--- src/rtl/program_store.sv ---
// program_store: multi-slot program memory with a registered fetch port and a
// byte-stream loader that rewrites one slot at a time.
module program_store #(
  parameter int unsigned PC_W   = 8,
  parameter int unsigned DEPTH  = 64,
  parameter int unsigned SLOTS  = 4,
  parameter int unsigned SLOT_W = 2
) (
  input  logic              clk,
  input  logic              rst_n,
  input  logic              fetch_en,
  input  logic [SLOT_W-1:0] slot,
  input  logic [PC_W-1:0]   pc,
  output logic [15:0]       instr,
  output logic              instr_valid,
  input  logic              ld_start,
  input  logic [SLOT_W-1:0] ld_slot,
  input  logic [PC_W:0]     ld_len,
  input  logic [7:0]        ld_data,
  input  logic              ld_valid,
  output logic              ld_ready,
  output logic              ld_busy,
  output logic              ld_done,
  output logic              ld_err,
  output logic [7:0]        ld_sum
);

  localparam int unsigned LEN_W = PC_W + 1;
  localparam int unsigned DW    = (DEPTH > 1) ? $clog2(DEPTH) : 1;

  typedef enum logic [1:0] {S_IDLE, S_LO, S_HI} state_e;

  state_e              state_q, state_d;
  logic [SLOT_W-1:0]   slot_q, slot_d;
  logic [LEN_W-1:0]    len_q, len_d;
  logic [PC_W-1:0]     addr_q, addr_d;
  logic [7:0]          op_q, op_d;
  logic [7:0]          sum_q, sum_d;
  logic                busy_q, busy_d;
  logic                done_q, done_d;
  logic                err_q, err_d;
  logic [15:0]         instr_q, instr_d;
  logic                instr_valid_q, instr_valid_d;
  logic                we_c;
  logic                fetch_slot_ok_c;
  logic                ld_slot_ok_c;

  // Loaded words; loaded_q marks words overwritten since power-up, otherwise
  // the standard wash program image is returned. Neither is touched by reset.
  logic [15:0] mem_q    [SLOTS][DEPTH];
  logic        loaded_q [SLOTS][DEPTH];

  // Standard wash program held in slot 0 at power-up
  function automatic logic [15:0] boot_word(input logic [SLOT_W-1:0] s,
                                            input logic [PC_W-1:0]   a);
    logic [15:0] w;
    w = 16'h0000;
    if (s == '0) begin
      case (a)
        PC_W'(2):  w = 16'h6402;
        PC_W'(3):  w = 16'h3201;
        PC_W'(4):  w = 16'h0511;
        PC_W'(5):  w = 16'h1404;
        PC_W'(6):  w = 16'h0A01;
        PC_W'(7):  w = 16'h1405;
        PC_W'(8):  w = 16'h0A01;
        PC_W'(9):  w = 16'h0012;
        PC_W'(10): w = 16'h0522;
        PC_W'(11): w = 16'h6403;
        default:   w = 16'h0000;
      endcase
    end
    return w;
  endfunction

  // Slot range checks collapse to constants when SLOTS fills the index width
  if (SLOTS == (1 << SLOT_W)) begin : g_slot_full
    assign fetch_slot_ok_c = 1'b1;
    assign ld_slot_ok_c    = 1'b1;
  end else begin : g_slot_part
    assign fetch_slot_ok_c = (32'(slot) < SLOTS);
    assign ld_slot_ok_c    = (32'(ld_slot) < SLOTS);
  end

  // Fetch port: out-of-range addresses and the slot under load read as halt
  always_comb begin
    instr_d       = instr_q;
    instr_valid_d = fetch_en;
    if (fetch_en) begin
      if ((32'(pc) < DEPTH) && fetch_slot_ok_c && !(busy_q && (slot == slot_q))) begin
        instr_d = loaded_q[slot][DW'(pc)] ? mem_q[slot][DW'(pc)] : boot_word(slot, pc);
      end else begin
        instr_d = 16'h0000;
      end
    end
  end

  // Loader next-state: opcode byte then operand byte per instruction
  always_comb begin
    state_d = state_q;
    slot_d  = slot_q;
    len_d   = len_q;
    addr_d  = addr_q;
    op_d    = op_q;
    sum_d   = sum_q;
    err_d   = err_q;
    done_d  = 1'b0;
    we_c    = 1'b0;
    unique case (state_q)
      S_IDLE: begin
        if (ld_start) begin
          if ((ld_len == '0) || (32'(ld_len) > DEPTH) || !ld_slot_ok_c) begin
            err_d = 1'b1;
          end else begin
            slot_d  = ld_slot;
            len_d   = ld_len;
            addr_d  = '0;
            sum_d   = '0;
            err_d   = 1'b0;
            state_d = S_LO;
          end
        end
      end
      S_LO: begin
        if (ld_start) begin
          err_d   = 1'b1;
          state_d = S_IDLE;
        end else if (ld_valid) begin
          op_d    = ld_data;
          sum_d   = sum_q + ld_data;
          state_d = S_HI;
        end
      end
      S_HI: begin
        if (ld_start) begin
          err_d   = 1'b1;
          state_d = S_IDLE;
        end else if (ld_valid) begin
          we_c  = 1'b1;
          sum_d = sum_q + ld_data;
          if ({1'b0, addr_q} == (len_q - LEN_W'(1))) begin
            done_d  = 1'b1;
            state_d = S_IDLE;
          end else begin
            addr_d  = addr_q + PC_W'(1);
            state_d = S_LO;
          end
        end
      end
      default: state_d = S_IDLE;
    endcase
    busy_d = (state_d != S_IDLE);
  end

  // Control and output registers
  always_ff @(posedge clk or negedge rst_n) begin
    if (!rst_n) begin
      state_q       <= S_IDLE;
      slot_q        <= '0;
      len_q         <= '0;
      addr_q        <= '0;
      op_q          <= '0;
      sum_q         <= '0;
      busy_q        <= 1'b0;
      done_q        <= 1'b0;
      err_q         <= 1'b0;
      instr_q       <= '0;
      instr_valid_q <= 1'b0;
    end else begin
      state_q       <= state_d;
      slot_q        <= slot_d;
      len_q         <= len_d;
      addr_q        <= addr_d;
      op_q          <= op_d;
      sum_q         <= sum_d;
      busy_q        <= busy_d;
      done_q        <= done_d;
      err_q         <= err_d;
      instr_q       <= instr_d;
      instr_valid_q <= instr_valid_d;
    end
  end

  // Program storage write port
  always_ff @(posedge clk) begin
    if (we_c) begin
      mem_q[slot_q][DW'(addr_q)]    <= {ld_data, op_q};
      loaded_q[slot_q][DW'(addr_q)] <= 1'b1;
    end
  end

  assign instr       = instr_q;
  assign instr_valid = instr_valid_q;
  assign ld_ready    = busy_q;
  assign ld_busy     = busy_q;
  assign ld_done     = done_q;
  assign ld_err      = err_q;
  assign ld_sum      = sum_q;

endmodule

--- config.mk ---
export PLATFORM = sky130hd
export DESIGN_NAME = program_store
export DESIGN_NICKNAME = d
export VERILOG_FILES = /design/src/rtl/program_store.sv
export SDC_FILE = /design/constraint.sdc
export NUM_CORES = 2
export LEC_CHECK = 0
export CELL_PAD_IN_SITES_DETAIL_PLACEMENT = 1
export CELL_PAD_IN_SITES_GLOBAL_PLACEMENT = 1
export CORE_UTILIZATION = 49
export DETAILED_ROUTE_END_ITERATION = 10
export DONT_BUFFER_PORTS = 1
export PLACE_DENSITY_LB_ADDON = 0.1
export SYNTH_ARGS = -nofsm -noshare
export SYNTH_HDL_FRONTEND = slang
export SYNTH_MEMORY_MAX_BITS = 65536
export SYNTH_SLANG_ARGS = --single-unit
--- constraint.sdc ---
create_clock -name clk -period 4.15 [get_ports clk]
set_input_delay 0.83 -clock clk [delete_from_list [all_inputs] [get_ports clk]]
set_output_delay 0.83 -clock clk [all_outputs]
set_load 0.03 [all_outputs]
==> flow_metrics.py <==
metrics = {
    "floorplan": {
        "initial_core_util_pct": 49.4,
        "pin_count": 63,
        "floorplan.die.width_um": 572,
        "dieArea_um2": 327000,
        "core_um2": 322000,
        "rows": 208,
        "die-height_um": 572,
    },
    "yosys": {
        "mappedNetlistNets": 7293,
        "syn_area_um2": 159000,
        "yosysSeqAreaShare_pct": 78.1,
        "synthAdderAreaFrac_pct": 0.115,
        "synthSimpleGateAreaFrac_pct": 1.76,
        "ys_seq_elements": 4153,
        "synth_xor_area_share_pct": 0.0825,
        "synth-edff-count": 4096,
        "synth_cell_type_count": 66,
        "muxShareOfSynthArea_pct": 14.8,
        "synth_top_family_by_area": "multiplexers",
        "synth_cells": 7245,
        "syn_avg_cell_area_um2": 22.0,
        "synthFlopType": "edfxtp_1",
        "synth_compound_area_share_pct": 3.71,
        "synth_async_sr_flop_share_pct": 1.37,
        "yosysWarnings": 0,
    },
    "timing": {
        "fmax_mhz": 253,
        "drv_slew": 102,
        "rsz0062_at_grt": "no",
        "timing.final.crit_share_pct": 95.4,
        "finalSetupTns_ns": 0,
        "setup_viol": 0,
        "maxSlewHeadroom_pct": -30.7,
        "hold_viol": 0,
        "tightestPinTransition_ns": 1.96,
        "holdWs_ns": 0.0734,
        "post-route-min-period_ns": 3.96,
        "setup_slack_ns": 0.193,
        "fin_skew_ns": 0.0537,
    },
    "cells_and_area": {
        "drive_above_1_share_pct": 28.0,
        "final_nets": 8053,
        "final_area_um2": 184000,
        "fillers": 27137,
        "final_util_pct": 57.1,
        "multi_input_area_um2": 32700,
        "register_area_um2": 124000,
        "instances_no_fill": 12681,
        "area_delta_synth_final_pct": 15.5,
    },
    "placed_design": {
        "hpwl_um": 261000,
        "dp_cells": 11839,
        "place_ws_ns": -1.83,
        "port_buffers": 0,
        "place.gp.congestion": 0.812,
        "place_area_um2": 169000,
    },
    "clock_tree": {
        "root_buffer": "clkbuf_16",
        "clock_path_buffers": 4,
        "clkTransAtPathRegs_ns": 0.06,
        "htreeDepth": 5,
        "cts_tree": "yes",
        "cts_buffers": 427,
        "cts_sinks": 4153,
        "clk-insertion-delay-late_ns": 0.99,
    },
    "detailed_routing": {
        "via_per_inst": 6.35,
        "ant_nets": 0,
        "vias": 80482,
        "wl_um": 459000,
        "drtPass1Iterations": 6,
        "wl_per_cell_um": 36.2,
        "drc": 0,
        "drt-initial-drc-count": 10101,
    },
    "global_route": {
        "grt_pass1_wl_um": 641000,
        "grt_pass1_vias": 82278,
        "grt_max_degree": 259,
        "grt-ovfl-total": 0,
        "antenna_found_initial": 25,
        "track_usage_pct": 28.0,
    },
    "power": {
        "irDropWorstVdd_uv": 812,
        "p_leak_nw": 59.0,
        "p_per_area_nw_per_um2": 529,
        "fin_total_pwr_mw": 97.3,
    },
    "status": {
        "status": "complete, but fails checks",
        "violations": "max-slew violations",
    },
    "worst_setup_path": {
        "arrival_ns": 4.79,
        "start_kind": "input pin",
        "cp_max_fo": 96,
        "crit_type": "in -> reg",
        "endpoint_kind": "flip-flop",
        "required_ns": 4.98,
    },
    "flow_run": {
        "maxCapViolCount": 0,
    },
    "hold_path": {
        "hold_class": "in -> reg",
    },
}
==> repair_timing <==
item	CTS	global route
gates resized for setup	1	0
pin swaps	0	0
endpoints found under the hold margin	171	12
endpoints found under the setup margin	16	16
gates cloned	2	3
hold buffers	33	2
buffers inserted	0	0
==> area by class of cell <==
cell class / count / area share (%)
Timing Repair Buffer: 764 / 3.95
Sequential cell: 4153 / 67.7
Multi-Input combinational cell: 2642 / 17.8
Antenna cell: 7 / 0.00952
Clock buffer: 520 / 6.10
Clock inverter: 273 / 1.55
Tap cell: 4305 / 2.93
Inverter: 17 / 0.0347
==> power by group <==
| part | internal, mW | switching, mW | leakage (nW) |
|---|---|---|---|
| logic | 2.16 | 5.99 | 14.5 |
| clock network | 22.4 | 16.4 | 6.85 |
| registers | 49.3 | 1.15 | 37.6 |
==> synth_stat cells, types with 28 or more instances <==
| library cell | count | share of area [%] |
|---|---|---|
| a221oi_1 | 75 | 0.41 |
| buf_4 | 73 | 0.34 |
| o22ai_1 | 108 | 0.42 |
| buf_1 | 28 | 0.066 |
| mux2i_1 | 257 | 1.6 |
| a21oi_1 | 90 | 0.28 |
| mux4_2 | 926 | 13 |
| o221ai_1 | 36 | 0.20 |
| a211oi_1 | 56 | 0.26 |
| nand2_1 | 137 | 0.32 |
| o211ai_1 | 50 | 0.24 |
| buf_2 | 125 | 0.39 |
| edfxtp_1 | 4096 | 77 |
| nor2_1 | 310 | 0.73 |
| a22oi_1 | 191 | 0.90 |
| a22o_1 | 97 | 0.53 |
| nor3_1 | 28 | 0.088 |
| a211o_1 | 31 | 0.17 |
| nand2b_1 | 46 | 0.18 |
| dfrtp_1 | 57 | 0.90 |
| clkbuf_1 | 180 | 0.42 |
==> final timing paths <==
check	start	end	slack, ns	cells past startpoint
max	slot[0]	instr[14]$_DFFE_PN0P_	0.19	10
min	pc[4]	instr[14]$_DFFE_PN0P_	0.07	2
max reg2reg	state_q[0]$_DFF_PN0_	mem_q[1][27]$_DFFE_PP_	1.01	9
min reg2reg	len_q[4]$_DFFE_PN0P_	len_q[4]$_DFFE_PN0P_	0.58	2
max in group asynchronous	rst_n	instr_valid$_DFF_PN0_	3.36	2
min in group asynchronous	rst_n	ld_sum[3]$_DFFE_PN0P_	0.36	2
==> flip-flops by register name, summed over array words and instances, names as in the netlist <==
register and cells:
mem_q 4096, instr 16, len_q 9, addr_q 8, ld_sum 8, op_q 8, slot_q 2, state_q 2
instr_valid 1, ld_busy 1, ld_done 1, ld_err 1
==> cells by family (layout without fill, tap and decap cells) <==
group                      Yosys count  after routing
AOI/OAI and AO/OA                  795            795
xor gates and xnor gates            15             15
adders and majority gates           14             14
buffers and inverters              450           1574
DFF                               4153           4153
muxes                             1190           1190
other                                0              7
and+or+nand+nor                    628            628
==> cell usage in the layout (no fill, tap or decap), drive strengths merged, types with 11 or more instances in the layout <==
cell         count
buf            727
o22ai          108
a211o           31
dfrtp           57
a211oi          56
ha              13
nor2b           17
a221oi          75
clkbuf         523
bufinv          50
nand4           20
nand2          137
o221ai          36
inv             29
mux4           926
nand2b          46
dlygate4sd3     32
mux2i          257
nor2           310
nor3            29
a21oi           90
a22oi          191
o211ai          50
nand3           19
o41ai           16
xnor2           11
clkinvlp        22
clkinv         189
a22o            97
edfxtp        4096
o21ai           20
==> worst max-delay path: stages <==
cell and delay [ns]:
buf_16 0.42, buf_16 0.40, buf_16 0.57, mux4_2 0.59
a211oi_1 0.74, a2111oi_0 0.19, buf_4 0.19, o21a_1 0.10
nor3_2 0.10, o22ai_1 0.08
==> per-layer routing <==
layer  wire length [um]  track usage (%)  up-vias  share of wire, %
li1                   -                -    32331                 -
met1             188000             40.4    43977                41
met2             219000             44.6     3524                48
met3              38800             4.68      640               8.4
met4              13500             7.75       10               2.9
met5                 79                0        -             0.017
Note: power is estimated with default switching activity, not from simulation.
